[src/rtl/fetch_pkg.sv]
// Shared types and constants for the instruction fetch stage.
// Latency: none (declarations only).
// Backpressure: none (declarations only).
package fetch_pkg;

   localparam int INSTR_W = 32;

   // instruction field positions: {opcode, Ra, Rb, Rd, imm}
   localparam int OPC_MSB = 31;
   localparam int RA_MSB  = 27;
   localparam int RB_MSB  = 23;
   localparam int RD_MSB  = 19;
   localparam int IMM_MSB = 15;

   localparam logic [31:0] RESET_PC_DEFAULT = 32'h0000_0000;

   typedef enum logic [1:0] {
      IDLE,
      REQ,
      WAIT,
      DROP
   } fetch_state_t;

   // one queued fetch result: the word and the address it came from
   typedef struct packed {
      logic [31:0]        pc;
      logic [INSTR_W-1:0] word;
   } fetch_entry_t;

endpackage

[src/rtl/fetch_fifo.sv]
// Small synchronous FIFO with occupancy count and flush.
// Latency: a pushed entry can reach the head output the cycle after the push.
// Backpressure: caller never pushes when full; flush empties it and overrides push/pop.
module fetch_fifo #(
   parameter int DEPTH = 4,
   parameter int WIDTH = 64
) (
   input  logic                     clk,
   input  logic                     rst,
   input  logic                     flush,
   input  logic                     push,
   input  logic                     pop,
   input  logic [WIDTH-1:0]         din,
   output logic [WIDTH-1:0]         dout,
   output logic [$clog2(DEPTH):0]   count
);
   localparam int AW = $clog2(DEPTH);
   localparam int CW = AW + 1;

   logic [WIDTH-1:0] mem [DEPTH];
   logic [AW-1:0]    wr_ptr;
   logic [AW-1:0]    rd_ptr;

   assign dout = mem[rd_ptr];

   // storage, pointers and count; a flush keeps rd_ptr so the head output holds its last value
   always_ff @(posedge clk or posedge rst) begin
      if (rst) begin
         for (int i = 0; i < DEPTH; i++) mem[i] <= '0;
         wr_ptr <= '0;
         rd_ptr <= '0;
         count  <= '0;
      end else if (flush) begin
         wr_ptr <= rd_ptr;
         count  <= '0;
      end else begin
         if (push) begin
            mem[wr_ptr] <= din;
            wr_ptr      <= wr_ptr + AW'(1);
         end
         if (pop) rd_ptr <= rd_ptr + AW'(1);
         if (push && !pop)      count <= count + CW'(1);
         else if (pop && !push) count <= count - CW'(1);
      end
   end

endmodule

[src/rtl/instr_fetch.sv]
// Fetch stage: owns the PC, issues one imem read at a time and queues {pc, word} for the core.
// Latency: word reaches the head the cycle after imem_rvalid; best case one instruction per 2 cycles.
// Backpressure: no request while the queue is full (outstanding read keeps a slot); redirect flushes.
module instr_fetch
   import fetch_pkg::*;
#(
   parameter logic [31:0] RESET_PC = RESET_PC_DEFAULT,
   parameter int          DEPTH    = 4
) (
   input  logic        clk,
   input  logic        rst,
   input  logic        redirect,
   input  logic [31:0] redirect_pc,
   output logic        imem_req,
   output logic [31:0] imem_addr,
   input  logic        imem_gnt,
   input  logic        imem_rvalid,
   input  logic [31:0] imem_rdata,
   output logic        instr_valid,
   input  logic        instr_ready,
   output logic [31:0] instruction,
   output logic [31:0] instr_pc
);
   localparam int CW = $clog2(DEPTH) + 1;
   localparam logic [CW-1:0] DEPTH_N = CW'(DEPTH);
   localparam logic [CW:0]   DEPTH_W = (CW + 1)'(DEPTH);

   fetch_state_t  state, state_nxt;
   logic [31:0]   fetch_pc, fetch_pc_nxt, req_pc;
   logic [CW-1:0] count;
   logic [CW:0]   count_after;
   logic          push, pop, room_after;
   fetch_entry_t  push_entry, head_entry;
   logic          unused_redirect_lsb;

   // low address bits carry no meaning for word fetches
   assign unused_redirect_lsb = ^redirect_pc[1:0];

   assign pop         = instr_valid && instr_ready;
   assign push        = (state == WAIT) && imem_rvalid && !redirect;
   assign count_after = {1'b0, count} + {{CW{1'b0}}, push} - {{CW{1'b0}}, pop};
   assign room_after  = count_after < DEPTH_W;

   assign imem_req    = (state == REQ);
   assign imem_addr   = fetch_pc;
   assign instr_valid = (count != '0);
   assign instruction = head_entry.word;
   assign instr_pc    = head_entry.pc;

   assign push_entry.pc   = req_pc;
   assign push_entry.word = imem_rdata;

   fetch_fifo #(
      .DEPTH (DEPTH),
      .WIDTH ($bits(fetch_entry_t))
   ) u_fifo (
      .clk   (clk),
      .rst   (rst),
      .flush (redirect),
      .push  (push),
      .pop   (pop),
      .din   (push_entry),
      .dout  (head_entry),
      .count (count)
   );

   // state, fetch PC, and the PC of the read currently in flight
   always_ff @(posedge clk or posedge rst) begin
      if (rst) begin
         state    <= IDLE;
         fetch_pc <= RESET_PC;
         req_pc   <= RESET_PC;
      end else begin
         state    <= state_nxt;
         fetch_pc <= fetch_pc_nxt;
         if (state == REQ && imem_gnt) req_pc <= fetch_pc;
      end
   end

   // next state and PC; redirect wins over every other event in its cycle
   always_comb begin
      state_nxt    = state;
      fetch_pc_nxt = fetch_pc;
      if (redirect)                     fetch_pc_nxt = {redirect_pc[31:2], 2'b00};
      else if (state == REQ && imem_gnt) fetch_pc_nxt = fetch_pc + 32'd4;
      case (state)
         IDLE: if (redirect || count < DEPTH_N) state_nxt = REQ;
         REQ:  if (imem_gnt) state_nxt = redirect ? DROP : WAIT;
         WAIT: begin
            if (imem_rvalid)   state_nxt = (redirect || room_after) ? REQ : IDLE;
            else if (redirect) state_nxt = DROP;
         end
         DROP: if (imem_rvalid) state_nxt = REQ;
         default: state_nxt = IDLE;
      endcase
   end

endmodule

[config.mk]
export PLATFORM = sky130hd
export DESIGN_NAME = instr_fetch
export DESIGN_NICKNAME = d
export VERILOG_FILES = /design/src/rtl/fetch_pkg.sv /design/src/rtl/fetch_fifo.sv /design/src/rtl/instr_fetch.sv
export SDC_FILE = /design/constraint.sdc
export NUM_CORES = 1
export LEC_CHECK = 0
export ABC_AREA = 1
export CAP_MARGIN = 20
export CORE_ASPECT_RATIO = 0.6
export CORE_MARGIN = 8
export CORE_UTILIZATION = 61
export CTS_CLUSTER_DIAMETER = 200
export CTS_CLUSTER_SIZE = 20
export DETAILED_ROUTE_END_ITERATION = 8
export PLACE_DENSITY = 0.86
export SYNTH_ARGS = -nofsm -noshare
export SYNTH_HDL_FRONTEND = slang
export SYNTH_SLANG_ARGS = --single-unit
[constraint.sdc]
create_clock -name clk -period 22.4 [get_ports clk]
set_input_delay 3.36 -clock clk [delete_from_list [all_inputs] [get_ports clk]]
set_output_delay 3.36 -clock clk [all_outputs]
set_load 0.01 [all_outputs]
Word-level counts from Yosys, hierarchy flattened:

Index checks and enable logic that the tools add are counted.

* bits in registers: 329
* input port bits: 70
* output and inout port bits: 98
* logic and storage cells: 73

* $add $sub $neg: 7
* order comparisons: 5
* equal/unequal tests: 7
* mux-type cells: 21
* bitwise operators: 3
* reductions and logical operators: 20

Operators by type and width (count)
* bitwise mux 256 bit: 1
* 2-to-1 mux 64 bit: 3
* binary-select mux 64 bit (select 2 bit): 1
* demux 64 bit (select 2 bit): 1
* 2-to-1 mux 32 bit: 2
* adder 32 x 3 -> 32 bit (second input constant): 1
* 2-to-1 mux 2 bit: 7
* 2-to-1 mux 3 bit: 3
* one-hot mux 2 bit (4 select lines): 1
* logical AND 1 bit: 7
* greater-or-equal comparator 3 bit (second input constant): 2
* NOT 2 -> 3 bit: 2
* nonzero test 3 bit: 2
* adder 2 x 1 -> 2 bit (second input constant): 2
* adder 3 x 1 -> 4 bit: 1
* == test 2 bit (second input constant): 2
* less-than comparator 4 x 3 -> 1 bit (second input constant): 1
* inequality test 2 bit (second input constant): 2
* AND reduction 2 bit: 2
* AND reduction 4 bit: 1
* nonzero test 2 bit: 2
* subtractor 4 x 1 -> 4 bit: 1
* adder 3 x 1 -> 3 bit (second input constant): 1
* zero test 1 bit: 3
* other kinds (10): 12

Logic depth before layout (Yosys ltp):

* depth in word-level cells: 10
* mapped depth: 16
* gate-level depth less buffers: 16

Hierarchy:

From an unflattened synthesis, not the netlist that was laid out.

* cell total of the unflattened synthesis: 1837
* area, all modules: 14973.1 µm²

Modules (own cells, without submodules)
* fetch_fifo: instances 1, cells an instance 1310, area each 11313.4 µm², sequential area each 6581.3 µm²
* instr_fetch: instances 1, cells an instance 527, area each 3659.8 µm², sequential area each 1551.5 µm²

Worst setup path before layout:

Ideal clock, no wire load.

* kind: input -> register
* from: in redirect
* to: reg u_fifo.count[2]
* library setup time: 76 ps
* arrival time: 4579 ps
* data required time: 22324 ps
* setup slack: 17745 ps
* stages on the path: 9
* buffers on the path: 1
* cell sequence: buf_4 nor2_8 nand2_1 inv_2 fa_1 xnor2_1 xor2_1 inv_1 o21ai_1

* longest elaborated chain between the ends: 5
* elaborated cells between the ends (all ways): 8
* classes of those cells: mux (2); reduce/logical (6)

RTL lines
* start: declaration: RTL line instr_fetch.sv:12 `input logic redirect,`
* zero test 1 bit: RTL line instr_fetch.sv:40 `assign push = (state == WAIT) && imem_rvalid && !redirect;`
* logical AND 1 bit: RTL line instr_fetch.sv:40
* logical AND 1 bit / zero test 1 bit (equally long branches): RTL line fetch_fifo.sv:42, fetch_fifo.sv:43
* 2-to-1 mux 3 bit / logical AND 1 bit (equally long branches): RTL line fetch_fifo.sv:42, fetch_fifo.sv:43
* 2-to-1 mux 3 bit / nonzero test 3 bit (equally long branches)
* end signal: assignment: RTL line fetch_fifo.sv:42 `if (push && !pop) count <= count + CW'(1);`
* end signal: assignment: RTL line fetch_fifo.sv:43 `else if (pop && !push) count <= count - CW'(1);`
* end: declaration: RTL line fetch_fifo.sv:15 `output logic [$clog2(DEPTH):0] count`

Several ways; a longest one is shown, not always the timed one.
A chain may end at the register's enable or synchronous reset.

Final worst setup path:

* from: reg u_fifo.rd_ptr[0]
* to: out instr_pc[8]

* longest elaborated chain between the ends: 4

RTL lines
* start: declaration: RTL line fetch_fifo.sv:22 `logic [AW-1:0] rd_ptr;`
* start signal: assignment: RTL line fetch_fifo.sv:41 `if (pop) rd_ptr <= rd_ptr + AW'(1);`
* NOT 2 -> 3 bit (not written as such): RTL line fetch_fifo.sv:24 `assign dout = mem[rd_ptr];`
* binary-select mux 64 bit (select 2 bit): RTL line fetch_fifo.sv:24
* 2-to-1 mux 64 bit (not written as such) (2 in a row): RTL line fetch_fifo.sv:24
* end: declaration: RTL line instr_fetch.sv:22 `output logic [31:0] instr_pc`

Every way passes these cells. The select of a mux whose other input is x is not followed.

==> impl_summary.log <==
INFO  metric yosys-mux-area-fraction = 0
INFO  metric cts_tree = built
INFO  metric main_combinational_cell_family_by_area_after_synthesis = compound AO/OA/AOI/OAI gates
INFO  metric start_point_of_the_critical_path = u_fifo.rd_ptr[0]$_DFFE_PP0P_
INFO  metric max-clock-path-buffers = 3
INFO  metric synth_most_common_cell = sky130_fd_sc_hd__nand2_1
INFO  metric worst_hold_startpoint = u_fifo.mem[159]$_DFFE_PP0P_
INFO  metric num_vias = 12400
INFO  metric n_fill_cell = approximately 1900
INFO  metric height_of_the_chip = between 100 and 150 um
INFO  metric hold_viol_final = 0
INFO  metric hold_class = flip-flop to flip-flop
INFO  metric parity_gate_share_of_the_synthesized_area_counting_xor_and_xnor_cells = 0.00952
INFO  metric average_wire_length_per_cell_after_detail_routing = 16.9 um
INFO  metric initial_utilization = 0.615
INFO  metric antenna-diode-count = 0
INFO  metric synth-main-ff-cell = sky130_fd_sc_hd__dfrtp_1
INFO  metric netlist_area = 0.0147 sq mm
INFO  metric clock.fmax = 145 MHz
INFO  metric synth_seq_cells = 317
INFO  metric grt_setup_unrepaired = false
INFO  metric gr-total-overflow = 0
INFO  metric max-slew-margin-rel = 0.236
INFO  metric detail_route.first_pass.iterations = 6
INFO  metric worstSetupEndpoint = instr_pc[8]
INFO  metric synth.area.top_cells = sky130_fd_sc_hd__dfrtp_1 54%, sky130_fd_sc_hd__nand2_1 11%, sky130_fd_sc_hd__o21ai_1 8.0%
INFO  metric synth-warning-count = 0
INFO  metric worstPathMaxFanout = 95
INFO  metric endpoint_kind = output pin
INFO  metric post-dp-hpwl = ~23 mm
INFO  metric clkSlewWorstSetupHoldPaths = 0.08 ns
INFO  metric post_cts_buffers = 0
INFO  metric max-cap-violations = 0
INFO  metric gpl.final_weighted_congestion = 1.07
INFO  metric cell_count_of_the_worst_reg_to_reg_path = 9
INFO  metric drt_first_iter_violations = 1409
INFO  metric num-nets-final = 1925
INFO  metric most_used_standard_cells_in_the_synthesized_netlist = 428 x sky130_fd_sc_hd__nand2_1, 317 x sky130_fd_sc_hd__dfrtp_1, 234 x sky130_fd_sc_hd__o21ai_1
INFO  metric synth_largest_type_area_fraction = 0.539
INFO  metric p_seq_frac = 0.416
INFO  metric die-width = ~220 um
INFO  metric synth_seq_area_share = 0.539
INFO  metric worst_margin_pin_slew = 1.15 ns
INFO  metric synthCells = about 1800
INFO  metric postSynth.asyncResetShare = 1.00
INFO  metric r2r-end = imem_addr[20]$_DFFE_PP0N_
INFO  metric worstSkewPairLatency = 0.50 ns
INFO  metric worst_hold_path.num_cells = 2
INFO  metric synth_compound_area_frac = 0.181
INFO  metric dp_slack = 16.07 ns
INFO  metric drt_drc_violations_left = 0
INFO  metric crit_required = 19.04 ns
INFO  metric power.internal = 1340 uW
INFO  metric power.switching = 842 uW
INFO  metric postLayoutSetupSlackWorst = approximately 16 ns
INFO  metric synthSimpleGateAreaFrac = 0.180
INFO  metric cts_max_level = 1
INFO  metric post_synth_edffs = 0
INFO  metric clock_power_share = 0.152
INFO  metric gates_resized_cts_repair = 0
INFO  metric row_count = 44
INFO  metric final_util = 0.697
INFO  metric cts_hold_buffers = 0
INFO  metric finClkSkew = 0.00898 ns
INFO  metric setup_viol = 0
INFO  metric groute.usage.overall = 0.244
INFO  metric postRouteWirelength = 36.6 mm
INFO  metric grt_pass1_wl = approximately 60 mm
INFO  metric cts.root.buffer_cell = sky130_fd_sc_hd__clkbuf_16
INFO  metric finalCritPeriodShare = 0.307
INFO  metric synth-adder-area-share = 0.0116
INFO  metric final_layout_size_suffix_gt1_frac = 0.0358
INFO  metric p_comb_frac = 0.432
INFO  metric drt-vias-per-instance = around 5.7
INFO  metric final_setup_tns = 0 ns
INFO  metric regToRegSetupSlack = 19.70 ns
INFO  metric period_needed = between 6 and 7 ns
INFO  metric power.switching_fraction = 0.386
INFO  metric top_level_ports = 168
INFO  metric syn2layout_area_growth = 13.4%
INFO  metric die_area = about 0.03 sq mm
INFO  metric critical_path.startpoint_type = flip-flop
INFO  metric number_of_global_route_vias_before_repair = 11800
INFO  metric placeableCoreArea = 0.0239 sq mm
INFO  metric cts_made_buffers = 19
INFO  metric setup.worst_path.class = flip-flop to output pin
INFO  metric power.leakage = 0.00768 uW
INFO  metric r2r_start = state[1]$_DFFE_PP0P_
INFO  metric synth.largest_area_cell = sky130_fd_sc_hd__dfrtp_1
INFO  metric status = finished, final reports clean
INFO  metric cp_data_arrival_time = 3.52 ns
INFO  metric buffer_ports.inserted = about 160
INFO  metric maximum_number_of_pins_on_one_net_before_global_route_repair = 183
INFO  metric syn-mean-instance-area = 8.38 sq um
INFO  metric synth.lib_cells_used.distinct = 34
INFO  metric antenna_found_initial = 0
INFO  metric power_density = around 130 mW/mm^2
INFO  metric peakVddDrop = 0.0000782 V
INFO  metric clkSinkCount = ~320
INFO  metric slew_violations = 0
INFO  metric ant_nets = 0
-- critical path, cell delays in order, from the launching register on --
cell and delay [ns]:
sky130_fd_sc_hd__dfrtp_4 0.64, sky130_fd_sc_hd__clkinv_2 0.38, sky130_fd_sc_hd__buf_4 0.82, sky130_fd_sc_hd__o21ai_0 0.21, sky130_fd_sc_hd__o22ai_1 0.31, sky130_fd_sc_hd__clkdlybuf4s50_1 0.61
-- how the worst min path moves through the flow --
stage                                        endpoint
final                     u_fifo.mem[159]$_DFFE_PP0P_
after global routing      u_fifo.mem[255]$_DFFE_PP0P_
after CTS                 u_fifo.mem[159]$_DFFE_PP0P_
after detailed placement  u_fifo.mem[159]$_DFFE_PP0P_
after global placement    u_fifo.mem[158]$_DFFE_PP0P_
after floorplan           u_fifo.mem[105]$_DFFE_PP0P_
-- sequential cells by signal, summed over array words and instances (netlist names) --
register and count:
imem_addr 30, req_pc 30, state 2, u_fifo.count 3
u_fifo.mem 248, u_fifo.rd_ptr 2, u_fifo.wr_ptr 2
-- power groups by stage --
| stage | Clock, uW | Sequential, uW | Combinational, uW |
|---|---|---|---|
| after detailed placement | 0 | 911 | 937 |
| after global placement | 0 | 903 | 910 |
| after global routing | 357 | 931 | 1050 |
| final | 330 | 906 | 942 |
| after CTS | 338 | 903 | 944 |
| after floorplan | 0 | 876 | 584 |
-- layout make-up --
cell class	instances	area, sq um	share of cell area
tap	322	403	0.0241
inverter	133	508	0.0304
clock buffer	21	483	0.0289
sequential	317	7940	0.475
timing repair buffer	172	1720	0.103
clock inverter	1	5.00	0.000300
multi-input combinational	1199	5640	0.338
-- per-layer routing --
metal | wire [um] | global-route usage | up-vias
met5 | 64 | 0.0150 | -
met4 | 560 | 0.0528 | 2
met3 | 2770 | 0.0491 | 55
met2 | 16800 | 0.391 | 478
met1 | 16400 | 0.343 | 5927
li1 | - | - | 5901
-- through the flow --
stage | std cells | power, uW | hold slack [ns] | cell area (sq um)
floorplan | 1759 | 1460 | 0.448 | 14700
global placement | 2142 | 1810 | 0.460 | 16200
detailed placement | 2142 | 1850 | 0.464 | 16200
global route | 2165 | 2340 | 0.503 | 16700
CTS | 2164 | 2190 | 0.484 | 16700
finish | 2165 | 2180 | 0.486 | 16700
-- cells in the final DEF, fill, tap and decap left out, types with 2 or more instances in the layout --
cell	n
sky130_fd_sc_hd__nand2_4	5
sky130_fd_sc_hd__o21ai_0	182
sky130_fd_sc_hd__clkbuf_16	19
sky130_fd_sc_hd__clkbuf_1	2
sky130_fd_sc_hd__buf_12	2
sky130_fd_sc_hd__o211ai_1	4
sky130_fd_sc_hd__nand2_1	427
sky130_fd_sc_hd__nand2_2	3
sky130_fd_sc_hd__nor3_1	11
sky130_fd_sc_hd__clkdlybuf4s50_1	161
sky130_fd_sc_hd__conb_1	4
sky130_fd_sc_hd__ha_1	12
sky130_fd_sc_hd__nor2_2	6
sky130_fd_sc_hd__o21ai_1	234
sky130_fd_sc_hd__buf_4	9
sky130_fd_sc_hd__o21bai_1	2
sky130_fd_sc_hd__clkinv_2	2
sky130_fd_sc_hd__inv_2	3
sky130_fd_sc_hd__dfrtp_1	315
sky130_fd_sc_hd__inv_1	128
sky130_fd_sc_hd__nand3_1	31
sky130_fd_sc_hd__a21oi_1	10
sky130_fd_sc_hd__xor2_1	15
sky130_fd_sc_hd__nor2_1	170
sky130_fd_sc_hd__o21ai_2	8
sky130_fd_sc_hd__nand3_2	2
sky130_fd_sc_hd__o22ai_1	63
sky130_fd_sc_hd__o221ai_1	3
-- kinds of logic after synthesis --
kind of cell / Yosys count
other: 1
buffers and inverters: 243
AOI/OAI and AO/OA: 506
and+or+nand+nor: 660
DFF: 317
adders and majority gates: 13
xor gates and xnor gates: 16
No activity file was read; power rests on OpenSTA's default activity.
